**src/rtl/bcd_mul_seq_if.sv**
```systemverilog
// Caller handshake and bcd_alu operand/result bus of the sequential BCD multiplier.
// The multiplier attaches through the slave modport; caller plus ALU sit on the master side.
`ifndef BCD_ALU_OP_CODE_WIDTH
`define BCD_ALU_OP_CODE_WIDTH 2
`define BCD_ALU_OP_ADD 2'd0
`define BCD_ALU_OP_SUB 2'd1
`define BCD_ALU_OP_SHL 2'd2
`define BCD_ALU_OP_SHR 2'd3
`endif

interface bcd_mul_seq_if #(
   parameter int NUM_DIGITS      = 4,
   parameter int SHIFT_AMT_WIDTH = $clog2(NUM_DIGITS + 1)
);
   logic                              i_start;
   logic [NUM_DIGITS*4-1:0]           i_num_a;
   logic [NUM_DIGITS*4-1:0]           i_num_b;
   logic                              o_busy;
   logic                              o_done;
   logic                              o_ovf;
   logic [NUM_DIGITS*4-1:0]           o_result;
   logic [`BCD_ALU_OP_CODE_WIDTH-1:0] o_alu_op_code;
   logic [SHIFT_AMT_WIDTH-1:0]        o_alu_shl_amt;
   logic [SHIFT_AMT_WIDTH-1:0]        o_alu_shr_amt;
   logic [3:0]                        o_alu_shl_digit;
   logic [3:0]                        o_alu_shr_digit;
   logic                              o_alu_add_cin;
   logic [NUM_DIGITS*4-1:0]           o_alu_num_a;
   logic [NUM_DIGITS*4-1:0]           o_alu_num_b;
   logic [NUM_DIGITS*4-1:0]           i_alu_num;
   logic [3:0]                        i_alu_shl_digit;
   logic                              i_alu_add_cout;

   modport slave (
      input  i_start, i_num_a, i_num_b, i_alu_num, i_alu_shl_digit, i_alu_add_cout,
      output o_busy, o_done, o_ovf, o_result, o_alu_op_code, o_alu_shl_amt,
             o_alu_shr_amt, o_alu_shl_digit, o_alu_shr_digit, o_alu_add_cin,
             o_alu_num_a, o_alu_num_b
   );

   modport master (
      output i_start, i_num_a, i_num_b, i_alu_num, i_alu_shl_digit, i_alu_add_cout,
      input  o_busy, o_done, o_ovf, o_result, o_alu_op_code, o_alu_shl_amt,
             o_alu_shr_amt, o_alu_shl_digit, o_alu_shr_digit, o_alu_add_cin,
             o_alu_num_a, o_alu_num_b
   );
endinterface

```
**src/rtl/bcd_mul_seq.sv**
```systemverilog
// Sequential BCD multiplier: per multiplier digit one ALU shift-left of the accumulator,
// then one ALU add of the multiplicand per unit of that digit; aborts early on overflow.
`ifndef BCD_ALU_OP_CODE_WIDTH
`define BCD_ALU_OP_CODE_WIDTH 2
`define BCD_ALU_OP_ADD 2'd0
`define BCD_ALU_OP_SUB 2'd1
`define BCD_ALU_OP_SHL 2'd2
`define BCD_ALU_OP_SHR 2'd3
`endif

module bcd_mul_seq #(
   parameter int NUM_DIGITS      = 4,
   parameter int SHIFT_AMT_WIDTH = $clog2(NUM_DIGITS + 1)
) (
   input logic         i_clk,
   input logic         i_rst,
   bcd_mul_seq_if.slave bus
);
   localparam int W     = NUM_DIGITS * 4;
   localparam int CNT_W = $clog2(NUM_DIGITS + 1);

   typedef enum logic [1:0] {
      IDLE  = 2'd0,
      SHIFT = 2'd1,
      ADD   = 2'd2,
      DONE  = 2'd3
   } state_t;

   state_t           state;
   logic [W-1:0]     acc;
   logic [W-1:0]     mcand;
   logic [W-1:0]     mplier;
   logic [CNT_W-1:0] dcnt;
   logic [3:0]       cur;
   logic [W-1:0]     result_q;
   logic             busy_q;
   logic             done_q;
   logic             ovf_q;

   function automatic logic [3:0] top_digit(input logic [W-1:0] v);
      return v[W-1 -: 4];
   endfunction

   always_ff @(posedge i_clk or posedge i_rst) begin
      if (i_rst) begin
         state    <= IDLE;
         acc      <= '0;
         mcand    <= '0;
         mplier   <= '0;
         dcnt     <= '0;
         cur      <= '0;
         result_q <= '0;
         busy_q   <= 1'b0;
         done_q   <= 1'b0;
         ovf_q    <= 1'b0;
      end else begin
         case (state)
            IDLE: begin
               done_q <= 1'b0;
               if (bus.i_start) begin
                  acc    <= '0;
                  mcand  <= bus.i_num_a;
                  mplier <= bus.i_num_b;
                  dcnt   <= CNT_W'(NUM_DIGITS);
                  ovf_q  <= 1'b0;
                  busy_q <= 1'b1;
                  state  <= SHIFT;
               end
            end
            SHIFT: begin
               acc    <= bus.i_alu_num;
               cur    <= top_digit(mplier);
               mplier <= mplier << 4;
               dcnt   <= dcnt - CNT_W'(1);
               // A non-zero digit leaving the top means the product no longer fits.
               if (bus.i_alu_shl_digit != 4'd0) begin
                  ovf_q    <= 1'b1;
                  acc      <= '0;
                  result_q <= '0;
                  busy_q   <= 1'b0;
                  done_q   <= 1'b1;
                  state    <= DONE;
               end else if (top_digit(mplier) != 4'd0) begin
                  state <= ADD;
               end else if (dcnt == CNT_W'(1)) begin
                  result_q <= bus.i_alu_num;
                  busy_q   <= 1'b0;
                  done_q   <= 1'b1;
                  state    <= DONE;
               end
            end
            ADD: begin
               acc <= bus.i_alu_num;
               cur <= cur - 4'd1;
               if (bus.i_alu_add_cout) begin
                  ovf_q    <= 1'b1;
                  acc      <= '0;
                  result_q <= '0;
                  busy_q   <= 1'b0;
                  done_q   <= 1'b1;
                  state    <= DONE;
               end else if (cur == 4'd1) begin
                  if (dcnt == '0) begin
                     result_q <= bus.i_alu_num;
                     busy_q   <= 1'b0;
                     done_q   <= 1'b1;
                     state    <= DONE;
                  end else begin
                     state <= SHIFT;
                  end
               end
            end
            DONE: begin
               done_q <= 1'b0;
               state  <= IDLE;
            end
            default: state <= IDLE;
         endcase
      end
   end

   assign bus.o_alu_op_code   = (state == SHIFT) ? `BCD_ALU_OP_SHL : `BCD_ALU_OP_ADD;
   assign bus.o_alu_num_a     = acc;
   assign bus.o_alu_num_b     = mcand;
   assign bus.o_alu_shl_amt   = SHIFT_AMT_WIDTH'(1);
   assign bus.o_alu_shr_amt   = '0;
   assign bus.o_alu_shl_digit = 4'd0;
   assign bus.o_alu_shr_digit = 4'd0;
   assign bus.o_alu_add_cin   = 1'b0;
   assign bus.o_busy          = busy_q;
   assign bus.o_done          = done_q;
   assign bus.o_ovf           = ovf_q;
   assign bus.o_result        = result_q;
endmodule

```
**src/flat_wrapper.sv**
```systemverilog
// flat-port wrapper written by rule: the top's interface ports become plain ports
module bcd_mul_seq_flat 
#(
   parameter int NUM_DIGITS      = 4,
   parameter int SHIFT_AMT_WIDTH = $clog2(NUM_DIGITS + 1)
)
  (i_clk, i_rst, bus_i_start, bus_i_num_a, bus_i_num_b, bus_i_alu_num, bus_i_alu_shl_digit, bus_i_alu_add_cout, bus_o_busy, bus_o_done, bus_o_ovf, bus_o_result, bus_o_alu_op_code, bus_o_alu_shl_amt, bus_o_alu_shr_amt, bus_o_alu_shl_digit, bus_o_alu_shr_digit, bus_o_alu_add_cin, bus_o_alu_num_a, bus_o_alu_num_b);
  bcd_mul_seq_if #(.NUM_DIGITS(NUM_DIGITS), .SHIFT_AMT_WIDTH(SHIFT_AMT_WIDTH)) bus_i ();
  input logic i_clk;
  input logic i_rst;
  input wire logic [$bits(bus_i.i_start)-1:0] bus_i_start;
  input wire logic [$bits(bus_i.i_num_a)-1:0] bus_i_num_a;
  input wire logic [$bits(bus_i.i_num_b)-1:0] bus_i_num_b;
  input wire logic [$bits(bus_i.i_alu_num)-1:0] bus_i_alu_num;
  input wire logic [$bits(bus_i.i_alu_shl_digit)-1:0] bus_i_alu_shl_digit;
  input wire logic [$bits(bus_i.i_alu_add_cout)-1:0] bus_i_alu_add_cout;
  output wire logic [$bits(bus_i.o_busy)-1:0] bus_o_busy;
  output wire logic [$bits(bus_i.o_done)-1:0] bus_o_done;
  output wire logic [$bits(bus_i.o_ovf)-1:0] bus_o_ovf;
  output wire logic [$bits(bus_i.o_result)-1:0] bus_o_result;
  output wire logic [$bits(bus_i.o_alu_op_code)-1:0] bus_o_alu_op_code;
  output wire logic [$bits(bus_i.o_alu_shl_amt)-1:0] bus_o_alu_shl_amt;
  output wire logic [$bits(bus_i.o_alu_shr_amt)-1:0] bus_o_alu_shr_amt;
  output wire logic [$bits(bus_i.o_alu_shl_digit)-1:0] bus_o_alu_shl_digit;
  output wire logic [$bits(bus_i.o_alu_shr_digit)-1:0] bus_o_alu_shr_digit;
  output wire logic [$bits(bus_i.o_alu_add_cin)-1:0] bus_o_alu_add_cin;
  output wire logic [$bits(bus_i.o_alu_num_a)-1:0] bus_o_alu_num_a;
  output wire logic [$bits(bus_i.o_alu_num_b)-1:0] bus_o_alu_num_b;
  assign bus_i.i_start = bus_i_start;
  assign bus_i.i_num_a = bus_i_num_a;
  assign bus_i.i_num_b = bus_i_num_b;
  assign bus_i.i_alu_num = bus_i_alu_num;
  assign bus_i.i_alu_shl_digit = bus_i_alu_shl_digit;
  assign bus_i.i_alu_add_cout = bus_i_alu_add_cout;
  assign bus_o_busy = bus_i.o_busy;
  assign bus_o_done = bus_i.o_done;
  assign bus_o_ovf = bus_i.o_ovf;
  assign bus_o_result = bus_i.o_result;
  assign bus_o_alu_op_code = bus_i.o_alu_op_code;
  assign bus_o_alu_shl_amt = bus_i.o_alu_shl_amt;
  assign bus_o_alu_shr_amt = bus_i.o_alu_shr_amt;
  assign bus_o_alu_shl_digit = bus_i.o_alu_shl_digit;
  assign bus_o_alu_shr_digit = bus_i.o_alu_shr_digit;
  assign bus_o_alu_add_cin = bus_i.o_alu_add_cin;
  assign bus_o_alu_num_a = bus_i.o_alu_num_a;
  assign bus_o_alu_num_b = bus_i.o_alu_num_b;
  bcd_mul_seq #(.NUM_DIGITS(NUM_DIGITS), .SHIFT_AMT_WIDTH(SHIFT_AMT_WIDTH)) u_core (.i_clk(i_clk), .i_rst(i_rst), .bus(bus_i));
endmodule
```
**config.mk**
```make
export PLATFORM = sky130hd
export DESIGN_NAME = bcd_mul_seq_flat
export DESIGN_NICKNAME = d
export VERILOG_FILES = /design/src/rtl/bcd_mul_seq_if.sv /design/src/rtl/bcd_mul_seq.sv /design/src/flat_wrapper.sv
export SDC_FILE = /design/constraint.sdc
export NUM_CORES = 1
export LEC_CHECK = 0
export BUFFER_PORTS_ARGS = -buffer_cell sky130_fd_sc_hd__buf_2
export CAP_MARGIN = 10
export CORE_AREA = 2 2 89 91
export CTS_BUF_LIST = sky130_fd_sc_hd__clkbuf_16
export DETAILED_ROUTE_END_ITERATION = 10
export DIE_AREA = 0 0 91 93
export PLACE_DENSITY = 0.8
export SLEW_MARGIN = 20
export SYNTH_ARGS = -nofsm -noshare
export SYNTH_HDL_FRONTEND = slang
export SYNTH_SLANG_ARGS = --single-unit
export TNS_END_PERCENT = 50
```
**constraint.sdc**
```tcl
create_clock -name i_clk -period 2.7 [get_ports i_clk]
set_clock_uncertainty 0.05 [all_clocks]
set_input_delay 0.54 -clock i_clk [delete_from_list [all_inputs] [get_ports i_clk]]
set_output_delay 0.54 -clock i_clk [all_outputs]
set_load 0.005 [all_outputs]
```
==> qor.csv <==
metric,value,unit
Synth async-reset ratio,100.0,%
crit start category,flop,
top-level port count,124,
largest area contributor in the netlist,dfrtp_1,
yosys warns,0,
"Cell Chain, Critical Path",inv_1 > ha_1 > nor2b_1 > o21ai_2 > nand4_2 > mux2i_1,
cts hold-fix bufs,0,
initial DRC count,138,
Die W,91,microns
worst min path class,in2async,
crit path max-delay cell type,nand4_2,
"CTS clk-pin slew, worst paths",0.06,ns
Ant. Diodes,0,
Buffers on Ports,107,
drt drc,0,
synth top area cells,"dfrtp_1 (53%), mux2i_1 (8.0%), mux2_1 (5.3%)",
Post-synth top flop,dfrtp_1,
Critical Path RT,2.88,ns
r2r setup slk,0.28,ns
synthesized flop and latch total,76,
RSZ-0062 raised after global routing,no,
gp weighted congestion,0.7808,
vias in the first global route,2691,
most frequent cell after synthesis,dfrtp_1,
placed instance count,526,
TNS Setup,0,ns
Post-Syn Area,0.003621,sq mm
Stages on worst setup path,6,
Die Ht,93,microns
"EDFF count, synth",0,
worst vdd ir,0.5450,mV
clock sink count,76,
register area share after synthesis,52.52,%
Worst-Margin Slew,0.7325,ns
DRT antenna net count,0,
# Post-CTS Setup Buffers,0,
min Tclk post-route,2.420,ns
Layout Nets,502,
1st-pass router iterations,6,
GRT overflow,0,
Final Hold Fails,0,
proportion of layout cells with a drive suffix above 1,31.14,%
CTS max path bufs,2,
first-pass GRT wire length,12470,microns
outcome,"finished, final reports clean",
"CP delay by family, top",simple AND/OR/NAND/NOR gates,
initial antenna violation count,0,
Final HPWL DP,5693,microns
multi-input logic area,0.001451,sq mm
All-Layer GR Usage,18.33,%
Final Core Density,59.56,%
max cap viols,0,
Final Cycle Share,89.64,%
Reg2Reg Depth,6,
worst path buffer plus inverter count,1,
WS Path Type,reg2reg,
Avg WL per Cell,13.88,microns
max incr delay on CP,0.50,ns
total number of vias,2710,
largest net degree at the start of global routing,42,
H-Tree Depth,3,
TritonCTS clock tree,yes,
Worst Path Max Fanout,17,
register area,0.001902,sq mm
top-area cell type share of the netlist area,52.52,%
CTS Buf Count,9,
# fillers,657,
Worst setup EP type,flop,
Cell variety after synth,41,
initial core utilization,48.11,%
instance count of the mapped netlist,326,
clk root buf,clkbuf_16,
Core ar.,0.007527,sq mm
worst skew pair latency,0.33,ns
achievable frequency,413.2,MHz
list of most frequent post-synthesis cells,"dfrtp_1 (76), nand2_1 (41), inv_1 (31)",
fin cells,542,
Slew headroom,51.05,%
WP data arrival,2.60,ns
LEAKAGE,2.295,nW
post-cts resize count,0,
Die ar.,0.008463,sq mm
setup violators final,0,
P&R area growth vs syn,23.81,%
pwr/cell area,1173,mW/mm^2
row cnt,32,
syn avg cell area,11.11,sq um
Via density,5.000,
fin. max-slew vios,0,
drt total wl,7521,microns
-- path summary, 6_finish.rpt --
| check | end | from |
|---|---|---|
| min in group i_clk | u_core.bus.o_alu_num_b[2]$_DFFE_PP0P_ | bus_i_num_a[2] |
| max in group asynchronous | u_core.mplier[11]$_DFFE_PP0P_ | i_rst |
| worst max register to register | u_core.bus.o_result[11]$_DFFE_PP0P_ | u_core.state[0]$_DFFE_PP0P_ |
| worst min register to register | u_core.bus.o_alu_num_b[7]$_DFFE_PP0P_ | u_core.bus.o_alu_num_b[7]$_DFFE_PP0P_ |
| worst max-delay path | u_core.bus.o_result[11]$_DFFE_PP0P_ | u_core.state[0]$_DFFE_PP0P_ |
| worst min-delay path | u_core.bus.o_alu_num_b[6]$_DFFE_PP0P_ | i_rst |
-- state kept, by name (all words and copies together), names as in the netlist --
signal	cells
u_core.bus.o_alu_num_a	16
u_core.bus.o_alu_num_b	16
u_core.bus.o_result	16
u_core.mplier	16
u_core.cur	4
u_core.dcnt	3
u_core.state	2
u_core.bus.o_busy	1
u_core.bus.o_done	1
u_core.bus.o_ovf	1
-- cell usage in the layout (no fill, tap or decap), types with 2 or more instances in the layout --
cell | Yosys | routed
a21oi_1 | 8 | 8
a22o_1 | 20 | 20
buf_2 | 6 | 107
buf_4 | 16 | 6
clkbuf_16 | 0 | 9
clkinvlp_4 | 0 | 3
conb_1 | 2 | 16
dfrtp_1 | 76 | 76
ha_1 | 11 | 11
inv_1 | 31 | 30
inv_6 | 0 | 2
mux2_1 | 17 | 17
mux2i_1 | 29 | 29
nand2_1 | 41 | 41
nand2b_1 | 6 | 6
nand3_1 | 4 | 4
nand4_1 | 2 | 2
nor2b_1 | 4 | 4
o211ai_1 | 2 | 2
o21ai_1 | 23 | 23
-- metrics by stage --
stage / hold WS (ns) / power, mW / instance area, sq um / setup slack [ns]
floorplan: 0.4053 / 3.503 / 3674 / 0.1717
global placement: 0.4182 / 4.040 / 4198 / 0.4657
detailed placement: 0.4262 / 4.175 / 4198 / 0.2711
CTS: 0.1615 / 5.315 / 4483 / 0.2829
global route: 0.1823 / 5.667 / 4483 / 0.09522
finish: 0.1556 / 5.258 / 4483 / 0.2796
-- logic make-up after synthesis --
logic type / count (synthesis) / synth area share [%]
compound gates: 61 / 11.23
fa+ha+maj: 11 / 3.801
buf+inv: 61 / 8.846
flops: 76 / 52.52
mux: 46 / 13.30
other cells: 2 / 0.2074
simple gates: 69 / 10.09
-- worst register-to-register path: cells and delay by family (launching register included) --
kind | cells | cell delay (ns)
simple gates | 2 | 0.87
flops | 1 | 0.42
fa+ha+maj | 1 | 0.42
mux | 1 | 0.29
buf+inv | 1 | 0.14
compound gates | 1 | 0.14
-- where the power goes --
part,switching [mW],total [mW],internal [mW]
logic,1.18,2.20,1.01
registers,0.301,1.93,1.63
clock network,0.490,1.13,0.636
total,1.98,5.26,3.28
-- routing by layer --
layer	wire, microns	vias up	GRT usage [%]	part of all wire (%)
li1	-	1294	-	-
met3	515	14	5.238	6.8
met2	3591	108	30.68	48
met1	3290	1294	23.02	44
met5	0	-	0	0
met4	124	0	6.061	1.6
-- area by class of cell --
cell class,count,share of cell area [%]
Inverter,31,2.596
Clock inverter,7,1.340
Multi-Input combinational cell,203,32.38
Tap cell,102,2.847
Sequential cell,76,42.42
Clock buffer,9,5.024
Timing Repair Buffer,114,13.40
No activity file was read; power rests on OpenSTA's default activity.
